$ cat src/rtl/cpu_mem_arbiter_if.sv
// Purpose : bundles the CPU fetch port, CPU load/store port and the memory command port.
// Ports   : pc_* (fetch request, waitreq, read return), ldst_* (load/store request, waitreq,
//           read return), mem_* (single-port memory command and 1-cycle-latency read data).
// Modports: slave = arbiter side, master = CPU + memory side.
interface cpu_mem_arbiter_if #(
  parameter int ADDR_W = 16,
  parameter int DATA_W = 16
) ();
  // Fetch port
  logic [ADDR_W-1:0] i_pc_addr;
  logic              i_pc_rd;
  logic              o_pc_waitreq;
  logic [DATA_W-1:0] o_pc_rddata;
  logic              o_pc_rddata_valid;
  // Load/store port
  logic [ADDR_W-1:0] i_ldst_addr;
  logic              i_ldst_rd;
  logic              i_ldst_wr;
  logic [DATA_W-1:0] i_ldst_wrdata;
  logic              o_ldst_waitreq;
  logic [DATA_W-1:0] o_ldst_rddata;
  logic              o_ldst_rddata_valid;
  // Memory port
  logic [ADDR_W-1:0] o_mem_addr;
  logic              o_mem_rd;
  logic              o_mem_wr;
  logic [DATA_W-1:0] o_mem_wrdata;
  logic [DATA_W-1:0] i_mem_rddata;

  modport slave (
    input  i_pc_addr, i_pc_rd,
    output o_pc_waitreq, o_pc_rddata, o_pc_rddata_valid,
    input  i_ldst_addr, i_ldst_rd, i_ldst_wr, i_ldst_wrdata,
    output o_ldst_waitreq, o_ldst_rddata, o_ldst_rddata_valid,
    output o_mem_addr, o_mem_rd, o_mem_wr, o_mem_wrdata,
    input  i_mem_rddata
  );

  modport master (
    output i_pc_addr, i_pc_rd,
    input  o_pc_waitreq, o_pc_rddata, o_pc_rddata_valid,
    output i_ldst_addr, i_ldst_rd, i_ldst_wr, i_ldst_wrdata,
    input  o_ldst_waitreq, o_ldst_rddata, o_ldst_rddata_valid,
    input  o_mem_addr, o_mem_rd, o_mem_wr, o_mem_wrdata,
    output i_mem_rddata
  );
endinterface

$ cat src/rtl/cpu_mem_arbiter.sv
// Purpose : arbitrates CPU fetch and load/store onto one single-port memory; ldst has priority,
//           fetch is forced in after MAX_LDST_STREAK consecutive ldst grants while it waits.
// Latency : command is combinational from the grant; read data valid 1 cycle after acceptance.
// Backpr. : per-port waitreq, combinational, high only while the port requests and is not granted.
// Ports   : clk, reset (sync, active-low), bus (cpu_mem_arbiter_if.slave: pc_*, ldst_*, mem_*).
module cpu_mem_arbiter #(
  parameter int ADDR_W          = 16,
  parameter int DATA_W          = 16,
  parameter int MAX_LDST_STREAK = 4
) (
  input  logic                  clk,
  input  logic                  reset,
  cpu_mem_arbiter_if.slave      bus
);

  typedef enum logic {S_LDST, S_FORCE_PC} state_e;

  state_e            state_q, state_d;
  logic [3:0]        streak_q, streak_d;
  logic              tag_vld_q, tag_vld_d;
  logic              tag_pc_q, tag_pc_d;   // owner of the read in flight: 1 = fetch, 0 = ldst

  logic              ldst_req;
  logic              grant_pc;
  logic              grant_ldst;
  logic              ldst_is_rd;
  logic [ADDR_W-1:0] mem_addr;
  logic [DATA_W-1:0] rd_dat;

  assign ldst_req   = bus.i_ldst_rd | bus.i_ldst_wr;
  // A simultaneous rd+wr is treated as a store only.
  assign ldst_is_rd = bus.i_ldst_rd & ~bus.i_ldst_wr;

  // Arbitration: next state, streak and grants.
  always_comb begin
    state_d    = state_q;
    streak_d   = streak_q;
    grant_pc   = 1'b0;
    grant_ldst = 1'b0;

    if (reset) begin
      case (state_q)
        S_LDST: begin
          if (ldst_req) begin
            grant_ldst = 1'b1;
            if (bus.i_pc_rd) begin
              streak_d = streak_q + 4'd1;
              if (streak_d == 4'(MAX_LDST_STREAK)) begin
                state_d = S_FORCE_PC;
              end
            end else begin
              streak_d = 4'd0;
            end
          end else begin
            // Either fetch takes the free slot or nobody waits; both end the streak.
            grant_pc = bus.i_pc_rd;
            streak_d = 4'd0;
          end
        end
        S_FORCE_PC: begin
          state_d  = S_LDST;
          streak_d = 4'd0;
          if (bus.i_pc_rd) begin
            grant_pc = 1'b1;
          end else begin
            // Fetch withdrew its request, so the forced slot goes back to ldst.
            grant_ldst = ldst_req;
          end
        end
        default: begin
          state_d  = S_LDST;
          streak_d = 4'd0;
        end
      endcase
    end
  end

  // Memory command and read-tag capture.
  always_comb begin
    mem_addr = '0;
    if (grant_pc) begin
      mem_addr = bus.i_pc_addr;
    end else if (grant_ldst) begin
      mem_addr = bus.i_ldst_addr;
    end
    tag_vld_d = grant_pc | (grant_ldst & ldst_is_rd);
    tag_pc_d  = grant_pc;
  end

  always_ff @(posedge clk) begin
    if (!reset) begin
      state_q   <= S_LDST;
      streak_q  <= 4'd0;
      tag_vld_q <= 1'b0;
      tag_pc_q  <= 1'b0;
    end else begin
      state_q   <= state_d;
      streak_q  <= streak_d;
      tag_vld_q <= tag_vld_d;
      tag_pc_q  <= tag_pc_d;
    end
  end

  assign rd_dat = bus.i_mem_rddata;

  assign bus.o_pc_waitreq   = bus.i_pc_rd & ~grant_pc;
  assign bus.o_ldst_waitreq = ldst_req & ~grant_ldst;

  assign bus.o_mem_addr   = mem_addr;
  assign bus.o_mem_rd     = grant_pc | (grant_ldst & ldst_is_rd);
  assign bus.o_mem_wr     = grant_ldst & bus.i_ldst_wr;
  assign bus.o_mem_wrdata = bus.i_ldst_wrdata;

  // Valids are qualified by reset so a read in flight when reset lands is never returned.
  assign bus.o_pc_rddata         = rd_dat;
  assign bus.o_ldst_rddata       = rd_dat;
  assign bus.o_pc_rddata_valid   = reset & tag_vld_q & tag_pc_q;
  assign bus.o_ldst_rddata_valid = reset & tag_vld_q & ~tag_pc_q;

endmodule

$ cat src/flat_wrapper.sv
// flat-port wrapper written by rule: the top's interface ports become plain ports
module cpu_mem_arbiter_flat 
#(
  parameter int ADDR_W          = 16,
  parameter int DATA_W          = 16,
  parameter int MAX_LDST_STREAK = 4
)
  (clk, reset, bus_i_pc_addr, bus_i_pc_rd, bus_o_pc_waitreq, bus_o_pc_rddata, bus_o_pc_rddata_valid, bus_i_ldst_addr, bus_i_ldst_rd, bus_i_ldst_wr, bus_i_ldst_wrdata, bus_o_ldst_waitreq, bus_o_ldst_rddata, bus_o_ldst_rddata_valid, bus_o_mem_addr, bus_o_mem_rd, bus_o_mem_wr, bus_o_mem_wrdata, bus_i_mem_rddata);
  cpu_mem_arbiter_if #(.ADDR_W(ADDR_W), .DATA_W(DATA_W)) bus_i ();
  input  logic clk;
  input  logic reset;
  input wire logic [$bits(bus_i.i_pc_addr)-1:0] bus_i_pc_addr;
  input wire logic [$bits(bus_i.i_pc_rd)-1:0] bus_i_pc_rd;
  output wire logic [$bits(bus_i.o_pc_waitreq)-1:0] bus_o_pc_waitreq;
  output wire logic [$bits(bus_i.o_pc_rddata)-1:0] bus_o_pc_rddata;
  output wire logic [$bits(bus_i.o_pc_rddata_valid)-1:0] bus_o_pc_rddata_valid;
  input wire logic [$bits(bus_i.i_ldst_addr)-1:0] bus_i_ldst_addr;
  input wire logic [$bits(bus_i.i_ldst_rd)-1:0] bus_i_ldst_rd;
  input wire logic [$bits(bus_i.i_ldst_wr)-1:0] bus_i_ldst_wr;
  input wire logic [$bits(bus_i.i_ldst_wrdata)-1:0] bus_i_ldst_wrdata;
  output wire logic [$bits(bus_i.o_ldst_waitreq)-1:0] bus_o_ldst_waitreq;
  output wire logic [$bits(bus_i.o_ldst_rddata)-1:0] bus_o_ldst_rddata;
  output wire logic [$bits(bus_i.o_ldst_rddata_valid)-1:0] bus_o_ldst_rddata_valid;
  output wire logic [$bits(bus_i.o_mem_addr)-1:0] bus_o_mem_addr;
  output wire logic [$bits(bus_i.o_mem_rd)-1:0] bus_o_mem_rd;
  output wire logic [$bits(bus_i.o_mem_wr)-1:0] bus_o_mem_wr;
  output wire logic [$bits(bus_i.o_mem_wrdata)-1:0] bus_o_mem_wrdata;
  input wire logic [$bits(bus_i.i_mem_rddata)-1:0] bus_i_mem_rddata;
  assign bus_i.i_pc_addr = bus_i_pc_addr;
  assign bus_i.i_pc_rd = bus_i_pc_rd;
  assign bus_o_pc_waitreq = bus_i.o_pc_waitreq;
  assign bus_o_pc_rddata = bus_i.o_pc_rddata;
  assign bus_o_pc_rddata_valid = bus_i.o_pc_rddata_valid;
  assign bus_i.i_ldst_addr = bus_i_ldst_addr;
  assign bus_i.i_ldst_rd = bus_i_ldst_rd;
  assign bus_i.i_ldst_wr = bus_i_ldst_wr;
  assign bus_i.i_ldst_wrdata = bus_i_ldst_wrdata;
  assign bus_o_ldst_waitreq = bus_i.o_ldst_waitreq;
  assign bus_o_ldst_rddata = bus_i.o_ldst_rddata;
  assign bus_o_ldst_rddata_valid = bus_i.o_ldst_rddata_valid;
  assign bus_o_mem_addr = bus_i.o_mem_addr;
  assign bus_o_mem_rd = bus_i.o_mem_rd;
  assign bus_o_mem_wr = bus_i.o_mem_wr;
  assign bus_o_mem_wrdata = bus_i.o_mem_wrdata;
  assign bus_i.i_mem_rddata = bus_i_mem_rddata;
  cpu_mem_arbiter #(.ADDR_W(ADDR_W), .DATA_W(DATA_W), .MAX_LDST_STREAK(MAX_LDST_STREAK)) u_core (.clk(clk), .reset(reset), .bus(bus_i));
endmodule
$ cat config.mk
export PLATFORM = sky130hd
export DESIGN_NAME = cpu_mem_arbiter_flat
export DESIGN_NICKNAME = d
export VERILOG_FILES = /design/src/rtl/cpu_mem_arbiter_if.sv /design/src/rtl/cpu_mem_arbiter.sv /design/src/flat_wrapper.sv
export SDC_FILE = /design/constraint.sdc
export NUM_CORES = 1
export LEC_CHECK = 0
export BUFFER_PORTS_ARGS = -buffer_cell sky130_fd_sc_hd__buf_2
export CAP_MARGIN = 40
export CORE_MARGIN = 5
export CORE_UTILIZATION = 29
export CTS_CLUSTER_DIAMETER = 60
export CTS_CLUSTER_SIZE = 40
export DETAILED_ROUTE_END_ITERATION = 10
export HOLD_SLACK_MARGIN = 0.1
export PLACE_DENSITY_LB_ADDON = 0.05
export SLEW_MARGIN = 20
export SYNTH_ARGS = -nofsm -noshare
export SYNTH_HDL_FRONTEND = slang
export SYNTH_SLANG_ARGS = --single-unit
$ cat constraint.sdc
create_clock -name clk -period 1.32 [get_ports clk]
set_input_delay 0.198 -clock clk [delete_from_list [all_inputs] [get_ports clk]]
set_output_delay 0.198 -clock clk [all_outputs]
set_load 0.01 [all_outputs]
# == Word level (Yosys, flattened, before mapping) ==
# Index checks and enable logic that the tools add are counted.
# W data, S select, Z words.
# classes
addsub,1
n_mul,0
div,0
magnitude_cmp,0
eq_ne,1
n_shift,0
mux,17
bitwise,15
n_reduce_logical,0
# op_table
operator,n
$mux W16,2
$mux W1,9
$and A1 B1 Y1,8
$mux W4,2
$pmux W4 S2,1
$pmux W1 S2,3
$not A1 Y1,5
$add A4 B1 Y4 const B,1
$eq A4 B3 Y1 const B,1
$or A1 B1 Y1,2
# word_totals
register_bits,7
latchBits,0
mem_bits_rw,0
rom_bits,0
out_inout_bits,70
wordCells,38
n_memories,0

# == Depth between registers and ports, before layout ==
# logic_depth
depth_word,6
depth_mapped,5
mapped_depth_nobuf,4

# == Worst setup path before layout ==
# OpenSTA, ideal clock, no wires.
# synth_path
path_kind,reg-to-output
from,register u_core.state_q
to,output bus_o_mem_addr[10]
arrival_ns,1.097
t_required_ns,1.122
path_slack_ns,0.025
path_stages_with_launch,5
path_buffers,1
cell_sequence,dfxtp_1 o21ba_2 nor2_4 buf_2 a22o_1
# synth_via
elab_chain_cells,5
elab_cells_between_ends,7
# synth_rtl
element,line_no,source
"start, declared",cpu_mem_arbiter.sv:18,"state_e state_q, state_d;"
"start signal, assigned",cpu_mem_arbiter.sv:97,state_q <= state_d;
$not A1 Y1,cpu_mem_arbiter.sv:42,case (state_q)
$pmux W1 S2,cpu_mem_arbiter.sv:42,
$mux W1,cpu_mem_arbiter.sv:41,if (reset) begin
$mux W16,cpu_mem_arbiter.sv:83,end else if (grant_ldst) begin
$mux W16 (*),cpu_mem_arbiter.sv:81,if (grant_pc) begin
"end, declared",flat_wrapper.sv:24,output wire logic [$bits(bus_i.o_mem_addr)-1:0] bus_o_mem_addr;
# Every way passes the cells marked *; elsewhere a longest branch is shown, timed or not.

# == Worst setup path in the final report ==
# layout_path
from,register u_core.state_q
to,output bus_o_mem_addr[6]
# The elaborated chain is that of the path after synthesis.

==> run summary <==
status -> complete, but fails checks
failing checks -> setup timing
layout filler cell count -> 344
register area share after synthesis -> 15.2%
Placed Cells -> 167
max-cap check violation count -> 0
final-report max-slew violation count -> 0
DR iter-0 viols -> 11
initial antenna violation count -> 0
Fin Hold WS -> 0.252 ns
Die X -> 66.4 um
Cell variety after synth -> 24
r2r endpoint -> u_core.streak_q[2]
router iterations before antenna repair -> 4
Final Core Density -> 33.9%
crit start category -> register
Routed WL -> 2290 um
fin nets -> 203
Fmax achieved -> 642 MHz
Syn Nets -> 182
post-synthesis instance area -> 922 um2
worst min path class -> input port to register
Max VDD drop -> 380 uV
worst r2r src -> u_core.state_q
CTS Root Cell -> clkbuf_4
share of layout cells above drive strength 1 -> 61.1%
Die Ht -> 66.4 um
Post-CTS Hold Buffers -> 0
Sink Count -> 7
Setup crit end -> bus_o_mem_addr[6]
die area -> 4410 um2
clk buf depth -> 2
RSZ-0062 raised after global routing -> yes
number of global-route vias before repair -> 797
largest net degree at the start of global routing -> 17
FP Rows -> 20
vias per cell -> 4.54
crit path time final -> 1.56 ns
routed length per placed instance -> 13.1 um
pre-CTS WS -> -0.0890 ns
area grow syn2layout -> 12.3%
critical path fanouts, max -> 8
syn_area_per_cell -> 8.31 um2
Final ANT Viol Nets -> 0
Worst Reg-to-Reg Cells -> 5
Inserted Diodes -> 0
Final Hold Viols -> 0
clk_skew -> 0.00462 ns
grt ovf -> 0
R2R Setup Slk -> 0.09 ns
# port buffers -> 58
clock latency on the worst-skew pair -> 0.25 ns
Critical Path Source -> u_core.state_q
CP Capture Type -> output port
CTS tree -> done
Core Box Area -> 3050 um2
first-pass GRT wire length -> 3290 um
Synth Instances -> 111
crit path DAT -> 1.36 ns
Total GRT Usage -> 9.43%
Detailed Place HPWL -> 1870 um
TritonCTS Buffers -> 3
# H-tree levels -> 1
Initial Util -> 30.2%
num ports -> 139
routed vias -> 794
setup TNS -> -3.86 ns
Power per Cell Area -> 633 nW/um2
critical path class -> register to output port
count of final setup violators -> 17
actual slew at the worst max-slew pin -> 0.252 ns
period utilisation layout -> 118%
worst relative slew slack -> 83.1%
Non-Filler Instances -> 175
Seq cells post-synth -> 7
drc violations -> 0
Reg clk slew, reported paths -> 0.06 ns
LEAKAGE -> 0.574 nW
setup ws final -> -0.237 ns
synth warn -> 0
Critical Path RT -> 1.12 ns
GPL Wtd Cong -> 0.746
[synthesized netlist by cell type]
| master | number | area share (%) |
|---|---|---|
| nand4_1 | 2 | 1.4 |
| nor2_4 | 1 | 1.2 |
| and2_2 | 1 | 0.81 |
| a22o_1 | 16 | 15 |
| buf_4 | 48 | 39 |
| ha_1 | 2 | 2.7 |
| and3_2 | 2 | 1.6 |
| nand2_1 | 4 | 1.6 |
| o21ai_0 | 2 | 1.1 |
| buf_12 | 1 | 2.2 |
| nor2_1 | 6 | 2.4 |
| a21boi_2 | 1 | 1.2 |
| a21oi_1 | 1 | 0.54 |
| inv_1 | 2 | 0.81 |
| and4b_1 | 1 | 1.1 |
| buf_6 | 1 | 1.2 |
| nand3_1 | 2 | 1.1 |
| o21ba_2 | 2 | 2.2 |
| xor2_1 | 1 | 0.95 |
| buf_2 | 1 | 0.54 |
| nor2b_4 | 1 | 1.5 |
| a21boi_0 | 2 | 1.6 |
| dfxtp_1 | 7 | 15 |
| nor2b_1 | 4 | 2.7 |
[repair_timing]
action | in CTS | in global routing
endpoints found under the hold margin | 0 | 0
gates cloned | 0 | 1
pin swaps | 0 | 4
resized for setup | 2 | 4
buffers inserted | 2 | 2
endpoints found under the setup margin | 18 | 18
[through the flow]
step	cell area (um2)	power, mW
2_1_floorplan	922	0.477
3_3_place_gp	921	0.432
3_5_place_dp	921	0.431
4_1_cts	982	0.650
5_1_grt	1040	0.707
6_report	1040	0.656
[cell usage in the layout (no fill, tap or decap), types with 3 or more instances in the layout]
| cell type | instances |
|---|---|
| a22o_1 | 16 |
| buf_2 | 56 |
| buf_4 | 6 |
| clkbuf_4 | 3 |
| dfxtp_1 | 6 |
| nand2_1 | 4 |
| nor2_1 | 6 |
| nor2b_1 | 3 |
[state kept, by name, summed over array words and instances, names as in the netlist]
signal / cells
u_core.streak_q: 4
u_core.state_q: 1
u_core.tag_pc_q: 1
u_core.tag_vld_q: 1
[logic make-up (layout without fill, tap and decap cells)]
family | Yosys count | after routing | synth area share (%)
AOI/OAI and AO/OA | 24 | 24 | 21.8
xor gates and xnor gates | 1 | 1 | 0.950
adders and majority gates | 2 | 2 | 2.71
buffers and inverters | 53 | 73 | 43.8
DFF | 7 | 7 | 15.2
and+or+nand+nor | 24 | 24 | 15.5
[cell type report]
| cell class | instances | area [um2] | share of cell area (%) |
|---|---|---|---|
| Multi-Input combinational cell | 51 | 393 | 37.9 |
| Clock buffer | 4 | 26.3 | 2.54 |
| Sequential cell | 7 | 141 | 13.6 |
| Tap cell | 44 | 55.1 | 5.31 |
| Inverter | 2 | 7.51 | 0.725 |
| Timing Repair Buffer | 67 | 413 | 39.9 |
[metal layers]
layer  part of all wire, %  wire (um)  global-route usage (%)  up-vias
met5                     0          0                       0        -
met4                  0.74         17                    5.84        0
met3                    18        417                    5.78        6
met2                    49       1120                    16.7       63
met1                    32        735                    7.76      350
li1                      -          -                       -      375
[where the power goes]
part / leakage [nW] / internal (mW) / switching [mW]
registers: 0.0575 / 0.217 / 0.00456
logic: 0.502 / 0.135 / 0.0994
clock network: 0.0150 / 0.116 / 0.0840
total: 0.574 / 0.468 / 0.188
[worst min-delay path by stage]
stage                         start             endpoint  slack [ns]  cells after the start
3_5_place_dp   bus_i_ldst_wrdata[2]  bus_o_mem_wrdata[2]        0.40                      0
2_1_floorplan           bus_i_pc_rd       u_core.state_q        0.35                      2
6_report                      reset       u_core.state_q        0.25                      3
5_1_grt               bus_i_ldst_rd     u_core.tag_vld_q        0.28                      3
3_3_place_gp   bus_i_ldst_wrdata[2]  bus_o_mem_wrdata[2]        0.40                      0
4_1_cts                       reset       u_core.state_q        0.25                      3
[critical path, stage by stage, from the launching register on]
cell	delay [ns]
dfxtp_2	0.33
a21boi_2	0.15
nor2b_4	0.22
clkbuf_16	0.17
a22o_1	0.11
buf_2	0.12
Note: power is estimated with default switching activity, not from simulation.
